<file path="src/rtl/ifetch_unit_if.sv">
// Fetch-side bus: Icache request/return channel, decode handshake and back-end redirect.
interface ifetch_unit_if;
  logic         ic_req;
  logic         ic_reqack;
  logic [57:0]  ic_line_addr;
  logic [3:0]   ic_set_index;
  logic [511:0] ic_data;
  logic         ic_task_comp;
  logic         inst_valid;
  logic         inst_ready;
  logic [31:0]  inst;
  logic [63:0]  inst_pc;
  logic         redirect;
  logic [63:0]  redirect_pc;

  modport master (
    output ic_req, ic_line_addr, ic_set_index, inst_valid, inst, inst_pc,
    input  ic_reqack, ic_data, ic_task_comp, inst_ready, redirect, redirect_pc
  );

  modport slave (
    input  ic_req, ic_line_addr, ic_set_index, inst_valid, inst, inst_pc,
    output ic_reqack, ic_data, ic_task_comp, inst_ready, redirect, redirect_pc
  );
endinterface

</file>
<file path="src/rtl/ifetch_unit.sv">
// Instruction fetch: requests 64-byte lines from the Icache, buffers one line and
// streams 32-bit words to decode; redirects may hit the buffer or retarget a miss.
module ifetch_unit #(
  parameter logic [63:0] RESET_PC = 64'h0
) (
  input  logic          clk,
  input  logic          reset,
  ifetch_unit_if.master bus
);
  typedef enum logic [1:0] {S_REQ, S_WAIT, S_SERVE} state_t;

  state_t       state_d, state_q;
  logic [63:2]  pc_d, pc_q;
  logic [57:0]  buf_line_d, buf_line_q;
  logic [511:0] buf_data_d, buf_data_q;
  logic         buf_valid_d, buf_valid_q;
  logic         discard_d, discard_q;
  logic         ic_req_d, ic_req_q;
  logic         buf_hit;
  logic         acked;
  logic [31:0]  buf_words [16];
  logic         unused_rpc_lsbs;

  genvar gi;
  generate
    for (gi = 0; gi < 16; gi++) begin : g_word
      assign buf_words[gi] = buf_data_q[32*gi +: 32];
    end
  endgenerate

  assign buf_hit         = buf_valid_q && (bus.redirect_pc[63:6] == buf_line_q);
  assign acked           = ic_req_q && bus.ic_reqack;
  assign unused_rpc_lsbs = ^bus.redirect_pc[1:0];

  always_comb begin
    state_d     = state_q;
    pc_d        = pc_q;
    buf_line_d  = buf_line_q;
    buf_data_d  = buf_data_q;
    buf_valid_d = buf_valid_q;
    discard_d   = discard_q;
    if (bus.redirect) begin
      // Redirect beats every other event; any same-cycle decode handshake is dropped.
      pc_d = bus.redirect_pc[63:2];
      case (state_q)
        S_WAIT: discard_d = 1'b1;
        S_REQ: begin
          if (acked) begin
            state_d   = S_WAIT;
            discard_d = 1'b1;
          end else begin
            state_d = buf_hit ? S_SERVE : S_REQ;
          end
        end
        default: state_d = buf_hit ? S_SERVE : S_REQ;
      endcase
    end else begin
      case (state_q)
        S_REQ: begin
          if (acked) state_d = S_WAIT;
        end
        S_WAIT: begin
          if (bus.ic_task_comp) begin
            if (discard_q) begin
              // Line belonged to a superseded pc; refetch with the new one.
              discard_d = 1'b0;
              state_d   = S_REQ;
            end else begin
              buf_data_d  = bus.ic_data;
              buf_line_d  = pc_q[63:6];
              buf_valid_d = 1'b1;
              state_d     = S_SERVE;
            end
          end
        end
        default: begin
          if (bus.inst_ready) begin
            pc_d = pc_q + 62'd1;
            if (pc_q[5:2] == 4'hF) state_d = S_REQ;
          end
        end
      endcase
    end
    ic_req_d = (state_d == S_REQ);
  end

  always_ff @(posedge clk) begin
    if (reset) begin
      state_q     <= S_REQ;
      pc_q        <= RESET_PC[63:2];
      buf_line_q  <= '0;
      buf_data_q  <= '0;
      buf_valid_q <= 1'b0;
      discard_q   <= 1'b0;
      ic_req_q    <= 1'b0;
    end else begin
      state_q     <= state_d;
      pc_q        <= pc_d;
      buf_line_q  <= buf_line_d;
      buf_data_q  <= buf_data_d;
      buf_valid_q <= buf_valid_d;
      discard_q   <= discard_d;
      ic_req_q    <= ic_req_d;
    end
  end

  // Every output is decoded from flops only, since the Icache samples on negedge.
  assign bus.ic_req       = ic_req_q;
  assign bus.ic_line_addr = pc_q[63:6];
  assign bus.ic_set_index = pc_q[9:6];
  assign bus.inst_valid   = (state_q == S_SERVE);
  assign bus.inst         = buf_words[pc_q[5:2]];
  assign bus.inst_pc      = {pc_q, 2'b00};
endmodule

</file>
<file path="src/flat_wrapper.sv">
// flat-port wrapper written by rule: the top's interface ports become plain ports
module ifetch_unit_flat 
#(
  parameter logic [63:0] RESET_PC = 64'h0
)
  (clk, reset, bus_ic_req, bus_ic_line_addr, bus_ic_set_index, bus_inst_valid, bus_inst, bus_inst_pc, bus_ic_reqack, bus_ic_data, bus_ic_task_comp, bus_inst_ready, bus_redirect, bus_redirect_pc);
  ifetch_unit_if bus_i ();
  input  logic clk;
  input  logic reset;
  output wire logic [$bits(bus_i.ic_req)-1:0] bus_ic_req;
  output wire logic [$bits(bus_i.ic_line_addr)-1:0] bus_ic_line_addr;
  output wire logic [$bits(bus_i.ic_set_index)-1:0] bus_ic_set_index;
  output wire logic [$bits(bus_i.inst_valid)-1:0] bus_inst_valid;
  output wire logic [$bits(bus_i.inst)-1:0] bus_inst;
  output wire logic [$bits(bus_i.inst_pc)-1:0] bus_inst_pc;
  input wire logic [$bits(bus_i.ic_reqack)-1:0] bus_ic_reqack;
  input wire logic [$bits(bus_i.ic_data)-1:0] bus_ic_data;
  input wire logic [$bits(bus_i.ic_task_comp)-1:0] bus_ic_task_comp;
  input wire logic [$bits(bus_i.inst_ready)-1:0] bus_inst_ready;
  input wire logic [$bits(bus_i.redirect)-1:0] bus_redirect;
  input wire logic [$bits(bus_i.redirect_pc)-1:0] bus_redirect_pc;
  assign bus_ic_req = bus_i.ic_req;
  assign bus_ic_line_addr = bus_i.ic_line_addr;
  assign bus_ic_set_index = bus_i.ic_set_index;
  assign bus_inst_valid = bus_i.inst_valid;
  assign bus_inst = bus_i.inst;
  assign bus_inst_pc = bus_i.inst_pc;
  assign bus_i.ic_reqack = bus_ic_reqack;
  assign bus_i.ic_data = bus_ic_data;
  assign bus_i.ic_task_comp = bus_ic_task_comp;
  assign bus_i.inst_ready = bus_inst_ready;
  assign bus_i.redirect = bus_redirect;
  assign bus_i.redirect_pc = bus_redirect_pc;
  ifetch_unit #(.RESET_PC(RESET_PC)) u_core (.clk(clk), .reset(reset), .bus(bus_i));
endmodule
</file>
<file path="config.mk">
export PLATFORM = sky130hd
export DESIGN_NAME = ifetch_unit_flat
export DESIGN_NICKNAME = d
export VERILOG_FILES = /design/src/rtl/ifetch_unit_if.sv /design/src/rtl/ifetch_unit.sv /design/src/flat_wrapper.sv
export SDC_FILE = /design/constraint.sdc
export NUM_CORES = 2
export LEC_CHECK = 0
export BUFFER_PORTS_ARGS = -buffer_cell sky130_fd_sc_hd__buf_2
export CAP_MARGIN = 20
export CORE_ASPECT_RATIO = 0.6
export CORE_UTILIZATION = 34
export CTS_CLUSTER_SIZE = 28
export DETAILED_ROUTE_END_ITERATION = 6
export PLACE_DENSITY = 0.55
export SYNTH_ARGS = -nofsm -noshare
export SYNTH_HDL_FRONTEND = slang
export SYNTH_SLANG_ARGS = --single-unit
</file>
<file path="constraint.sdc">
create_clock -name clk -period 3.45 [get_ports clk]
set_input_delay 0.69 -clock clk [delete_from_list [all_inputs] [get_ports clk]]
set_output_delay 0.69 -clock clk [all_outputs]
set_load 0.005 [all_outputs]
</file>
Word-level counts from Yosys, hierarchy flattened. Cells that the tools add are included.

Bits in writable memories: 0. Register bits: 637. Bits in latches: 0. Memories: 0. ROM bits: 0. Logic and storage cells: 51. Input port bits: 582. Output and inout bits: 160.

Reductions and logical operators: 12. $lt $le $gt $ge: 1. Equal/unequal tests: 6. Multiplexer cells: 21. Divide/modulo/power cells: 0. Shift-type cells: 0. Bitwise operators: 3. Multiply operators: 0. $add $sub $neg: 1.

Operators with widths (count): $mux 62 (3); $bmux 32 s4 (1); $mux 32 (2); $add 62x1->62 const B (1); $eq 58x58->1 (1); $mux 2 (8); $pmux 2 s2 (2); $reduce_and 4->1 (2); $reduce_bool 2->1 (4); $ge 5x5->1 const B (1); $not 4->5 (1); $eq 4x4->1 const B (1); $logic_not 2->1 (2); $mux 1 (4); $ne 3x2->1 const B (1); $eq 2x1->1 const B (1); $eq 2x2->1 const B (1); $logic_and 1x1->1 (2); $ne 2x1->1 const B (1); $not 1->1 (2); $pmux 1 s2 (1); $reduce_and 2->1 (1); $reduce_or 2->1 (1).

Logic depth before layout (Yosys ltp).
Word-level depth: 7. Gate-level depth with buffers: 9. Gate-level depth less buffers: 7.

Worst setup path before layout. No wires, ideal clock.

Path type: flip-flop to output port. Start: register u_core.pc_q[2] (netlist bit). End: output bus_inst[12]. Data arrival time: 2397 ps. Setup slack: 363 ps. Path buffers: 3. Data required time: 2760 ps. Stages on the path, launching flop included: 6. Cell sequence: dfxtp_1 > clkbuf_1 > buf_2 > buf_1 > mux4_2 > mux4_2.

Word-level cells in the longest chain between the ends: 4.

RTL lines: from (decl) (line ifetch_unit.sv:13) `logic [63:2] pc_d, pc_q;`; from (signal assigned) (line ifetch_unit.sv:90) `pc_q <= RESET_PC[63:2];`; from (signal assigned) (line ifetch_unit.sv:98) `pc_q <= pc_d;`; $not 4->5 (not written as such) (line ifetch_unit.sv:112) `assign bus.inst = buf_words[pc_q[5:2]];`; $bmux 32 s4 (line ifetch_unit.sv:112); $mux 32 (not written as such) (2 in a row) (line ifetch_unit.sv:112); to (decl) (line flat_wrapper.sv:14) `output wire logic [$bits(bus_i.inst)-1:0] bus_inst;`.

No other way between the ends. The select of a mux whose other input is x is not followed.

Final worst setup path.
Start: register u_core.pc_q[2] (netlist bit). End: output bus_inst[31].

Same word-level chain as after synthesis.

==> impl_metrics.ini <==
[floorplanning]
initial_core_util_pct = 34.71
die_area_um2 = 83140
floorplan.core_area_um2 = 80280
std_cell_rows = 80
die_h_um = 223.7
die_x_um = 371.6
ios = 742

[clocking]
worstSkewPairLatency_ps = 640
numCtsBuffers = 66
cts_hold_repair.buffers = 0
clkSinkCount = 637
htreeDepth = 3
clock_path_buffers = 3
cts-root-buf = sky130_fd_sc_hd__clkbuf_16
tritoncts = done
clk_slew_on_worst_s_h_paths_ps = 60

[pwr]
leakagePower_nw = 13.22
power.density_nw_per_um2 = 484.3
finalPower_mw = 17.12
peakVddDrop_v = 0.0003943

[timing]
fmax_mhz = 291.5
grt_setup_unrepaired = yes
relSlewSlack_pct = 46.05
min_setup_slack_post_route_ps = 18.88
slew_viol_final = 0
post-route-period-util_pct = 99.45
skew_ps = 30.25
number_of_hold_violations_in_the_final_report = 0
finalWorstPathRequiredPeriod_ps = 3431
worst_slew_pin_slew_ps = 809.2
finalSetupViolations = 0

[global_routing]
wire_length_of_the_first_global_routing_pass_um = 158900
grt_pass1_vias = 23470
gr-total-overflow = 0
grt_antenna_before_repair = 48
gr-usage-all-layers_pct = 26.13
grt_max_degree = 98

[synth]
post_synthesis_sequential_area_ratio_pct = 45.77
synth.avg_cell_area_um2 = 8.459
synth.yosys.warnings = 0
synth-edff-count = 0
most_instantiated_flip_flop_cell_in_the_synthesis_netlist = sky130_fd_sc_hd__dfxtp_1
netlist_instances = 3294
synth.distinct_cells = 49
synth-seq-cells = 637
asyncSetResetFlopFracSynth_pct = 0
cell_area_synth_um2 = 27860

[final_layout]
register_area_um2 = 12760
final_cell_count_no_fill = 5027
final.fill_count = 8109
layout_cell_share_with_drive_strength_beyond_1_pct = 28.64
area.growth.synth_to_final_pct = 26.91
multiInputGateArea_um2 = 13580
design.final.nets = 4477

[place]
gp_congestion = 0.9858
estimated_wirelength_of_the_detail_placed_design_um = 85890
port_buffers = 737
dp_slack_ps = 497.2
dp_cells = 4875

[worst_setup_path]
setup.worst_path.class = flop to primary output
cp_max_fo = 8
worst-r2r-setup-slack_ps = 540
cp.depth = 5
end_kind = primary output
worstSetupEndpoint = bus_inst[31]
regToRegStartpoint = u_core.pc_q[2]
crit_chain = buf_12 -> buf_12 -> mux4_2 -> mux4_2 -> buf_6
crit_path_top_delay_cell = sky130_fd_sc_hd__mux4_2
worst_setup_path_start_kind = flop
ff2ff_path_depth = 8
cp_data_required_time_ps = 2760
rr_endpoint = u_core.pc_q[62]
worstSetupStartpoint = u_core.pc_q[2]
crit_family = multiplexers
crit_path_max_incr_delay_ps = 590
cp_buf_inv_count = 3
critPathArrivalTime_ps = 2740

[detailed_routing]
drt_pass1_iterations = 7
post_drt_wl_per_cell_um = 22.41
drt_iter0_drc = 2537
drt_wl_total_um = 112600
detail_route.drc_violations = 0
avgViaCountPerCell = 5.178
vias = 26030
antenna_left = 0

[job]
drv.max_cap_violation_count = 0

[hold_path]
min_path_type = primary input to flop

[outcome]
status = complete, no violations
-- tightest hold or removal path, stage by stage --
cell                      delay (ps)
sky130_fd_sc_hd__buf_2            70
sky130_fd_sc_hd__a21oi_1          50
sky130_fd_sc_hd__nor2_1           70
-- registers in the layout, indices dropped and copies added, names as in the netlist --
register / flops
u_core.buf_valid_q: 1
u_core.bus.ic_req: 1
u_core.pc_q: 62
u_core.discard_q: 1
u_core.buf_data_q: 512
u_core.state_q: 2
u_core.buf_line_q: 58
-- where the power goes --
| group | total (mW) | switching (mW) | internal, mW |
|---|---|---|---|
| combinational | 1.80 | 0.992 | 0.812 |
| sequential | 7.78 | 0.199 | 7.58 |
| clock | 7.54 | 3.17 | 4.37 |
| total | 17.1 | 4.36 | 12.8 |
-- cells in the mapped netlist, types with 20 or more instances --
| master | n | share of area [%] |
|---|---|---|
| sky130_fd_sc_hd__buf_1 | 24 | 0.32 |
| sky130_fd_sc_hd__dfxtp_1 | 637 | 46 |
| sky130_fd_sc_hd__nand4_1 | 20 | 0.45 |
| sky130_fd_sc_hd__buf_4 | 66 | 1.8 |
| sky130_fd_sc_hd__xnor2_1 | 36 | 1.1 |
| sky130_fd_sc_hd__mux4_2 | 160 | 13 |
| sky130_fd_sc_hd__a211oi_1 | 37 | 1.0 |
| sky130_fd_sc_hd__xor2_1 | 64 | 2.0 |
| sky130_fd_sc_hd__a21oi_1 | 596 | 11 |
| sky130_fd_sc_hd__clkbuf_1 | 225 | 3.0 |
| sky130_fd_sc_hd__nor4_1 | 23 | 0.52 |
| sky130_fd_sc_hd__inv_1 | 27 | 0.36 |
| sky130_fd_sc_hd__nand2_1 | 1180 | 16 |
| sky130_fd_sc_hd__nand3_1 | 28 | 0.50 |
| sky130_fd_sc_hd__nor2_1 | 63 | 0.85 |
-- layout make-up --
| class | instances | share of cell area [%] |
|---|---|---|
| Multi-Input combinational cell | 2313 | 38.40 |
| Sequential cell | 637 | 36.09 |
| Timing Repair Buffer | 849 | 15.05 |
| Clock buffer | 88 | 5.223 |
| Tap cell | 1066 | 3.772 |
| Clock inverter | 25 | 1.023 |
| Inverter | 27 | 0.2866 |
| Antenna cell | 22 | 0.1557 |
-- worst min path at each step --
stage                     slack [ps]                endpoint                   start  cells past startpoint
after CTS                        230          u_core.pc_q[3]      bus_redirect_pc[3]                      3
after detailed placement         440  u_core.buf_data_q[210]  u_core.buf_data_q[210]                      2
after global routing             240  u_core.buf_data_q[418]        bus_ic_data[418]                      3
after floorplan                  430  u_core.buf_data_q[192]  u_core.buf_data_q[192]                      2
after global placement           440  u_core.buf_data_q[124]  u_core.buf_data_q[124]                      2
final                            280          u_core.pc_q[3]      bus_redirect_pc[3]                      3
-- stage by stage --
stage	cell area, um2	util [%]	hold slack (ps)	TNS [ps]
floorplan	27870	-	433.1	0
global placement	32710	40.75	439.3	0
detailed placement	32710	40.75	443.3	0
CTS	35210	43.86	233.1	-147.6
global route	35350	44.03	244.3	-708.4
finish	35360	44.05	280.9	0
-- cell families (layout without fill, tap and decap cells) --
kind of cell	count (synthesis)	in the layout	synth area share (%)
AO/OA/AOI/OAI	663	663	12.49
XOR/XNOR	100	100	3.143
adder cells (fa/ha/maj)	1	1	0.04490
buffers and inverters	345	989	5.550
flip-flops	637	637	45.77
multiplexers	162	162	13.00
other	1	24	0.01346
AND/OR/NAND/NOR	1385	1385	19.99
-- placed cells by master, fill, tap and decap left out, types with 36 or more instances in the layout --
| master | synthesis | final |
|---|---|---|
| sky130_fd_sc_hd__a211oi_1 | 37 | 37 |
| sky130_fd_sc_hd__a21oi_1 | 596 | 596 |
| sky130_fd_sc_hd__buf_12 | 0 | 44 |
| sky130_fd_sc_hd__buf_2 | 3 | 724 |
| sky130_fd_sc_hd__buf_4 | 66 | 56 |
| sky130_fd_sc_hd__clkbuf_16 | 0 | 69 |
| sky130_fd_sc_hd__dfxtp_1 | 637 | 633 |
| sky130_fd_sc_hd__mux4_2 | 160 | 160 |
| sky130_fd_sc_hd__nand2_1 | 1180 | 1180 |
| sky130_fd_sc_hd__nor2_1 | 63 | 63 |
| sky130_fd_sc_hd__xnor2_1 | 36 | 36 |
| sky130_fd_sc_hd__xor2_1 | 64 | 64 |
-- layer usage --
layer,global-route usage (%),share of wire [%]
met3,6.611,8.4
met1,38.61,47
met2,37.64,43
met4,6.319,2.2
met5,0,0.048
-- what timing repair did --
action                     4_1_cts  5_1_grt
buffers inserted                12        2
gates cloned                     2        1
setup endpoints to repair       32       27
gates resized for setup         16       11
Note: power is estimated with default switching activity, not from simulation.
